**config.mk**
```make
export PLATFORM = sky130hd
export DESIGN_NAME = vga_sync_ctrl
export DESIGN_NICKNAME = d
export VERILOG_FILES = /design/src/rtl/vga_timing_pkg.sv /design/src/rtl/vga_axis_counter.sv /design/src/rtl/vga_sync_ctrl.sv
export SDC_FILE = /design/constraint.sdc
export NUM_CORES = 1
export LEC_CHECK = 0
export CAP_MARGIN = 20
export CORE_AREA = 2 2 55 57
export CTS_CLUSTER_SIZE = 30
export DETAILED_ROUTE_END_ITERATION = 16
export DIE_AREA = 0 0 57 59
export GPL_TIMING_DRIVEN = 1
export PLACE_DENSITY = 0.9
export SETUP_SLACK_MARGIN = 0.15
export SLEW_MARGIN = 15
export SYNTH_ARGS = -nofsm -noshare
export SYNTH_HDL_FRONTEND = slang
export SYNTH_SLANG_ARGS = --single-unit
```
**constraint.sdc**
```tcl
create_clock -name clk -period 4.5 [get_ports clk]
set_clock_uncertainty 0.2 [all_clocks]
set_input_delay 0.9 -clock clk [delete_from_list [all_inputs] [get_ports clk]]
set_output_delay 0.9 -clock clk [all_outputs]
set_load 0.01 [all_outputs]
```
**src/rtl/vga_timing_pkg.sv**
```systemverilog
// -----------------------------------------------------------------------------
// vga_timing_pkg
//   Shared definitions for the VGA raster timing controller.
//   - phase_e      : per-axis raster phase (visible, front porch, sync, back porch)
//   - DEF_*        : default 640x480@60 timing constants
//   - axis_total   : line/frame length derivation from the four phase lengths
//   - h_total/v_total : named wrappers of axis_total for each axis
//   - phase_after  : successor phase, skipping zero-length phases
//   No ports (package).
// -----------------------------------------------------------------------------
package vga_timing_pkg;

    typedef enum logic [1:0] {
        PH_VISIBLE = 2'd0,
        PH_FRONT   = 2'd1,
        PH_SYNC    = 2'd2,
        PH_BACK    = 2'd3
    } phase_e;

    // 640x480@60 Hz, 25.175 MHz pixel clock
    localparam int unsigned DEF_H_VISIBLE = 640;
    localparam int unsigned DEF_H_FRONT   = 16;
    localparam int unsigned DEF_H_SYNC    = 96;
    localparam int unsigned DEF_H_BACK    = 48;
    localparam int unsigned DEF_V_VISIBLE = 480;
    localparam int unsigned DEF_V_FRONT   = 10;
    localparam int unsigned DEF_V_SYNC    = 2;
    localparam int unsigned DEF_V_BACK    = 33;
    localparam int unsigned DEF_CNT_W     = 10;

    function automatic int unsigned axis_total(
        input int unsigned vis,
        input int unsigned front,
        input int unsigned sync,
        input int unsigned back
    );
        return vis + front + sync + back;
    endfunction

    function automatic int unsigned h_total(
        input int unsigned vis,
        input int unsigned front,
        input int unsigned sync,
        input int unsigned back
    );
        return axis_total(vis, front, sync, back);
    endfunction

    function automatic int unsigned v_total(
        input int unsigned vis,
        input int unsigned front,
        input int unsigned sync,
        input int unsigned back
    );
        return axis_total(vis, front, sync, back);
    endfunction

    localparam int unsigned DEF_H_TOTAL =
        h_total(DEF_H_VISIBLE, DEF_H_FRONT, DEF_H_SYNC, DEF_H_BACK);
    localparam int unsigned DEF_V_TOTAL =
        v_total(DEF_V_VISIBLE, DEF_V_FRONT, DEF_V_SYNC, DEF_V_BACK);

    // Successor of a phase in the raster sequence. Empty phases are skipped
    // by chaining the checks in sequence order; the visible phase is assumed
    // non-empty so the chain always terminates there.
    function automatic phase_e phase_after(
        input phase_e      cur,
        input int unsigned front,
        input int unsigned sync,
        input int unsigned back
    );
        phase_e nxt;
        nxt = PH_VISIBLE;
        case (cur)
            PH_VISIBLE: nxt = PH_FRONT;
            PH_FRONT:   nxt = PH_SYNC;
            PH_SYNC:    nxt = PH_BACK;
            default:    nxt = PH_VISIBLE;
        endcase
        if (nxt == PH_FRONT && front == 0) nxt = PH_SYNC;
        if (nxt == PH_SYNC  && sync  == 0) nxt = PH_BACK;
        if (nxt == PH_BACK  && back  == 0) nxt = PH_VISIBLE;
        return nxt;
    endfunction

endpackage

```
**src/rtl/vga_axis_counter.sv**
```systemverilog
// -----------------------------------------------------------------------------
// vga_axis_counter
//   One raster axis: position counter, phase FSM and sync decode.
//   Ports:
//     clk_i      in   clock
//     rst_i      in   synchronous active-high reset
//     en_i       in   advance the counter on this clock edge
//     cnt_o      out  current position, 0 .. TOTAL-1
//     sync_o     out  registered sync, SYNC_POL level while in the sync phase
//     vis_next_o out  next-state "in visible phase" (for aligned registering)
//     wrap_o     out  this edge moves the counter from TOTAL-1 to 0
// -----------------------------------------------------------------------------
module vga_axis_counter
    import vga_timing_pkg::*;
#(
    parameter int unsigned LEN_VISIBLE = DEF_H_VISIBLE,
    parameter int unsigned LEN_FRONT   = DEF_H_FRONT,
    parameter int unsigned LEN_SYNC    = DEF_H_SYNC,
    parameter int unsigned LEN_BACK    = DEF_H_BACK,
    parameter logic        SYNC_POL    = 1'b0,
    parameter int unsigned CNT_W       = DEF_CNT_W
) (
    input  logic             clk_i,
    input  logic             rst_i,
    input  logic             en_i,
    output logic [CNT_W-1:0] cnt_o,
    output logic             sync_o,
    output logic             vis_next_o,
    output logic             wrap_o
);

    localparam int unsigned TOTAL =
        axis_total(LEN_VISIBLE, LEN_FRONT, LEN_SYNC, LEN_BACK);

    // Last count of each phase. An empty phase shares its end with the
    // preceding one, but the FSM never sits in an empty phase.
    localparam logic [CNT_W-1:0] END_VIS   = CNT_W'(LEN_VISIBLE - 1);
    localparam logic [CNT_W-1:0] END_FRONT = CNT_W'(LEN_VISIBLE + LEN_FRONT - 1);
    localparam logic [CNT_W-1:0] END_SYNC  = CNT_W'(LEN_VISIBLE + LEN_FRONT + LEN_SYNC - 1);
    localparam logic [CNT_W-1:0] END_LAST  = CNT_W'(TOTAL - 1);

    localparam phase_e AFTER_VIS   = phase_after(PH_VISIBLE, LEN_FRONT, LEN_SYNC, LEN_BACK);
    localparam phase_e AFTER_FRONT = phase_after(PH_FRONT,   LEN_FRONT, LEN_SYNC, LEN_BACK);
    localparam phase_e AFTER_SYNC  = phase_after(PH_SYNC,    LEN_FRONT, LEN_SYNC, LEN_BACK);
    localparam phase_e AFTER_BACK  = phase_after(PH_BACK,    LEN_FRONT, LEN_SYNC, LEN_BACK);

    logic [CNT_W-1:0] cnt_q, cnt_d;
    phase_e           phase_q, phase_d;
    logic             sync_q, sync_d;
    logic             last;

    always_comb begin
        cnt_d   = cnt_q;
        phase_d = phase_q;
        last    = (cnt_q == END_LAST);

        if (en_i) begin
            cnt_d = last ? '0 : cnt_q + CNT_W'(1);
            case (phase_q)
                PH_VISIBLE: if (cnt_q == END_VIS)   phase_d = AFTER_VIS;
                PH_FRONT:   if (cnt_q == END_FRONT) phase_d = AFTER_FRONT;
                PH_SYNC:    if (cnt_q == END_SYNC)  phase_d = AFTER_SYNC;
                PH_BACK:    if (last)               phase_d = AFTER_BACK;
                default:    phase_d = PH_VISIBLE;
            endcase
        end

        // Sync is registered from the next phase so it lands on the same
        // edge as the count it belongs to.
        sync_d = (phase_d == PH_SYNC) ? SYNC_POL : !SYNC_POL;
    end

    always_ff @(posedge clk_i) begin
        if (rst_i) begin
            cnt_q   <= '0;
            phase_q <= PH_VISIBLE;
            sync_q  <= !SYNC_POL;
        end else begin
            cnt_q   <= cnt_d;
            phase_q <= phase_d;
            sync_q  <= sync_d;
        end
    end

    assign cnt_o      = cnt_q;
    assign sync_o     = sync_q;
    assign vis_next_o = (phase_d == PH_VISIBLE);
    assign wrap_o     = en_i && last;

endmodule

```
**src/rtl/vga_sync_ctrl.sv**
```systemverilog
// -----------------------------------------------------------------------------
// vga_sync_ctrl
//   VGA raster timing controller: horizontal and vertical axis counters with
//   registered sync, blanking, coordinates and line/frame strobes.
//   Ports:
//     clk          in   system clock
//     reset        in   synchronous active-high reset
//     pix_en       in   pixel tick; everything advances only on these edges
//     hsync/vsync  out  sync at SYNC_POL level during the sync phase
//     video_on     out  both axes in their visible phase
//     pix_x/pix_y  out  current raster position
//     line_start   out  one-clk pulse after the edge where pix_x wrapped to 0
//     frame_start  out  one-clk pulse after the edge where (x,y) wrapped to (0,0)
//     frame_cnt    out  8-bit wrapping frame counter (only with
//                       VGA_SYNC_FRAME_CNT_EN defined)
//   Build option: `define VGA_SYNC_FRAME_CNT_EN to add the frame_cnt output.
// -----------------------------------------------------------------------------
module vga_sync_ctrl
    import vga_timing_pkg::*;
#(
    parameter int unsigned H_VISIBLE = DEF_H_VISIBLE,
    parameter int unsigned H_FRONT   = DEF_H_FRONT,
    parameter int unsigned H_SYNC    = DEF_H_SYNC,
    parameter int unsigned H_BACK    = DEF_H_BACK,
    parameter int unsigned V_VISIBLE = DEF_V_VISIBLE,
    parameter int unsigned V_FRONT   = DEF_V_FRONT,
    parameter int unsigned V_SYNC    = DEF_V_SYNC,
    parameter int unsigned V_BACK    = DEF_V_BACK,
    parameter logic        SYNC_POL  = 1'b0,
    parameter int unsigned CNT_W     = DEF_CNT_W
) (
    input  logic             clk,
    input  logic             reset,
    input  logic             pix_en,
    output logic             hsync,
    output logic             vsync,
    output logic             video_on,
    output logic [CNT_W-1:0] pix_x,
    output logic [CNT_W-1:0] pix_y,
    output logic             line_start,
`ifdef VGA_SYNC_FRAME_CNT_EN
    output logic             frame_start,
    output logic [7:0]       frame_cnt
`else
    output logic             frame_start
`endif
);

    logic h_vis_next, v_vis_next;
    logic h_wrap, v_wrap;

    logic video_on_q, video_on_d;
    logic line_start_q, frame_start_q;

    vga_axis_counter #(
        .LEN_VISIBLE (H_VISIBLE),
        .LEN_FRONT   (H_FRONT),
        .LEN_SYNC    (H_SYNC),
        .LEN_BACK    (H_BACK),
        .SYNC_POL    (SYNC_POL),
        .CNT_W       (CNT_W)
    ) u_h_axis (
        .clk_i      (clk),
        .rst_i      (reset),
        .en_i       (pix_en),
        .cnt_o      (pix_x),
        .sync_o     (hsync),
        .vis_next_o (h_vis_next),
        .wrap_o     (h_wrap)
    );

    // The vertical axis steps once per completed line; h_wrap already
    // includes pix_en, so both axes wrap together on the same edge.
    vga_axis_counter #(
        .LEN_VISIBLE (V_VISIBLE),
        .LEN_FRONT   (V_FRONT),
        .LEN_SYNC    (V_SYNC),
        .LEN_BACK    (V_BACK),
        .SYNC_POL    (SYNC_POL),
        .CNT_W       (CNT_W)
    ) u_v_axis (
        .clk_i      (clk),
        .rst_i      (reset),
        .en_i       (h_wrap),
        .cnt_o      (pix_y),
        .sync_o     (vsync),
        .vis_next_o (v_vis_next),
        .wrap_o     (v_wrap)
    );

    // Blanking is registered from both axes' next phase so it stays aligned
    // with the coordinates rather than lagging them by a cycle.
    always_comb begin
        video_on_d = video_on_q;
        if (pix_en) video_on_d = h_vis_next && v_vis_next;
    end

    always_ff @(posedge clk) begin
        if (reset) begin
            video_on_q    <= 1'b1;
            line_start_q  <= 1'b0;
            frame_start_q <= 1'b0;
        end else begin
            video_on_q    <= video_on_d;
            // Strobes: set only on the edge that wraps, cleared on every other
            // clock regardless of pix_en.
            line_start_q  <= h_wrap;
            frame_start_q <= v_wrap;
        end
    end

    assign video_on    = video_on_q;
    assign line_start  = line_start_q;
    assign frame_start = frame_start_q;

`ifdef VGA_SYNC_FRAME_CNT_EN
    logic [7:0] frame_cnt_q, frame_cnt_d;

    always_comb begin
        frame_cnt_d = frame_cnt_q;
        if (v_wrap) frame_cnt_d = frame_cnt_q + 8'd1;
    end

    always_ff @(posedge clk) begin
        if (reset) frame_cnt_q <= '0;
        else       frame_cnt_q <= frame_cnt_d;
    end

    assign frame_cnt = frame_cnt_q;
`endif

endmodule

```
==> flow_summary.ini <==
[outcome]
outcome = completed

[clock_network]
clockBufferDepth = 2
cts.sinks = 29
cts_buffers = 5
cts_hold_buf = 0
htreeDepth = 2
tritoncts = done
path_clk_slew_ns = 0.10
postCtsSetupBuffers = 0
insertion_delay_ns = 0.34
cts-root-buf = clkbuf_4
cts_resized = 0

[final_layout]
syn2layout_area_growth_pct = 22.23
fin_area_mm2 = 0.001782
diodes = 0
nets = 199
fin_util_pct = 65.74
drive_gt1_share_pct = 10.88

[flow_run]
drv_cap = 0

[setup_path]
critical_path_class = input pin to flip-flop
worstPathCellList = clkdlybuf4s50_1, nand4_2, or3_1, nor4_1, xnor2_1, nor2_2
slowest_delay_ns = 0.68
slowest_stage = clkdlybuf4s50_1
cp_max_fo = 10
endpoint_kind = flip-flop
startpoint_type = input pin
r2r_setup_slack_ns = 2.14
critical_path_required_ns = 4.54
cp.arrival_ns = 3.01

[floorplan]
coreArea_mm2 = 0.002710
fp.dieW_um = 57
io_pins = 28
start_util_pct = 53.79
die_y_um = 59
die_area_mm2 = 0.003363
rows = 19

[synth]
synth_most_common_cell = dfxtp_1
ys_ff_latch = 29
synthCells = 163
synth.top_cells.by_area = dfxtp_1 (40%), xnor2_1 (6.6%), nand2_1 (4.4%)
synth_ff_type = dfxtp_1
yosys.area.top_type_share_pct = 39.83
ys_types = 45
synth_edf_count = 0
synthTopCellsByCount = dfxtp_1 (29), nand2_1 (17), nor2_1 (17)
synth_area_per_cell_um2 = 8.943
yosys.area.top_type = dfxtp_1
synth-seq-area-share_pct = 39.83
async_flop_share_pct = 0
synth_warnings = 0
netlist_area_mm2 = 0.001458
synth_fp_nets = 170

[timing]
fmax_mhz = 337.5
maxSlewHeadroom_pct = 52.27
fin_tns_setup_ns = 0
worst_slew_pin_slew_ns = 0.7137
finalSetupViolCount = 0
rsz0062_at_grt = no
hold_viol = 0
drv_slew = 0
post-route-min-period_ns = 2.963
setup_ws_ns = 1.537
period_share_pct = 65.85

[place]
dpl_cell_area_mm2 = 0.001730
port_buffers = 27
place.gp.congestion = 0.8703
dp_hpwl_um = 2329
pre_cts_ws_ns = 1.173

[grt]
met3_usage_pct = 6.550
grt_pass1_vias = 1200
grt_use_met1_pct = 22.47
grt_overflow = 0
grt_max_degree = 22
grt_use_total_pct = 20.22
grt_use_met2_pct = 35.96
grt_antenna_before_repair = 0
busiest_layer = met2
grt_pass1_wl_um = 5271

[pwr]
powerDensity_mw_per_mm2 = 242.1
p_leak_nw = 0.6063
vdd_drop_max_uv = 251.4

[drt]
routedWlPerCell_um = 14.15
firstDrtPassIters = 4
drtAntennaViolNets = 0
wl_um = 3169
routed_via_density = 5.808
drt_iter0_drc = 31
vias = 1301
drc = 0

[min_path]
hp-class = flip-flop to flip-flop
power breakdown:
| part | internal, W | switching, W | leakage [nW] |
|---|---|---|---|
| sequential | 0.000259 | 0.00000306 | 0.234 |
| clock | 0.0000593 | 0.0000915 | 0.0320 |
| combinational | 0.00000868 | 0.0000101 | 0.340 |
worst max-delay path, delay by kind of cell:
| family | cells | cell delay (ns) |
|---|---|---|
| AND/OR/NAND/NOR | 4 | 1.25 |
| buffers and inverters | 1 | 0.68 |
| XOR/XNOR | 1 | 0.19 |
per-stage QoR:
stage	power [W]	hold slack [ns]	std cells
finish	0.0004314	0.2884	224
detailed placement	0.0002863	0.2689	216
CTS	0.0004339	0.2902	224
global placement	0.0002858	0.2667	216
floorplan	0.0002792	0.2912	163
global route	0.0004457	0.3235	224
metal layers:
| metal | vias up | part of all wire [%] |
|---|---|---|
| met3 | 5 | 5.4 |
| met5 | - | 0 |
| li1 | 641 | - |
| met1 | 616 | 42 |
| met2 | 39 | 51 |
| met4 | 0 | 1.5 |
cells by family after synthesis:
| logic type | count (synthesis) | share of synthesized area, % |
|---|---|---|
| AND/OR/NAND/NOR | 85 | 33.82 |
| flip-flops | 29 | 39.83 |
| AO/OA/AOI/OAI | 18 | 8.671 |
| XOR/XNOR | 17 | 10.21 |
| buffers and inverters | 10 | 4.034 |
| adder cells (fa/ha/maj) | 4 | 3.434 |
cell type report:
cell class              instances  area [um^2]
clock buffers                   6        41.29
clock inverters                 2        10.01
fillers                       252        928.4
inverters                       4        15.01
multi-input cells             124        818.3
flip-flops and latches         29        580.6
well taps                      31        38.79
repair buffers                 28        277.8
cells in the final DEF (no fill, tap or decap), drive strengths merged, types with 2 or more instances in the layout:
cell type      netlist  layout
and3                 2       2
clkbuf               2       6
nand4                5       5
a211oi               2       2
or3b                 2       2
a41oi                2       2
a21oi                6       6
xnor2               11      11
nor4                 6       6
xor2                 6       6
or2                  4       4
inv                  4       4
dfxtp               29      29
clkinv               0       2
nor3                11      11
ha                   4       4
nand4b               3       3
nor2b                2       2
nand3                5       5
clkdlybuf4s50        0      27
nor2                19      19
nand2               17      17
nor3b                2       2
flip-flops by register name, indices dropped and copies added (netlist names):
register          flops
u_v_axis.sync_o       1
u_h_axis.cnt_o       10
u_h_axis.sync_o       1
frame_start           1
u_v_axis.cnt_o       10
line_start            1
video_on              1
u_v_axis.phase_q      2
u_h_axis.phase_q      2
path summary, 6_finish.rpt:
kind / from / to / cells after the start
max reg2reg: u_h_axis.cnt_o[1] / u_v_axis.cnt_o[7] / 6
min: video_on / video_on / 2
min reg2reg: video_on / video_on / 2
max: pix_en / u_v_axis.cnt_o[7] / 6
Note: power is estimated with default switching activity, not from simulation.
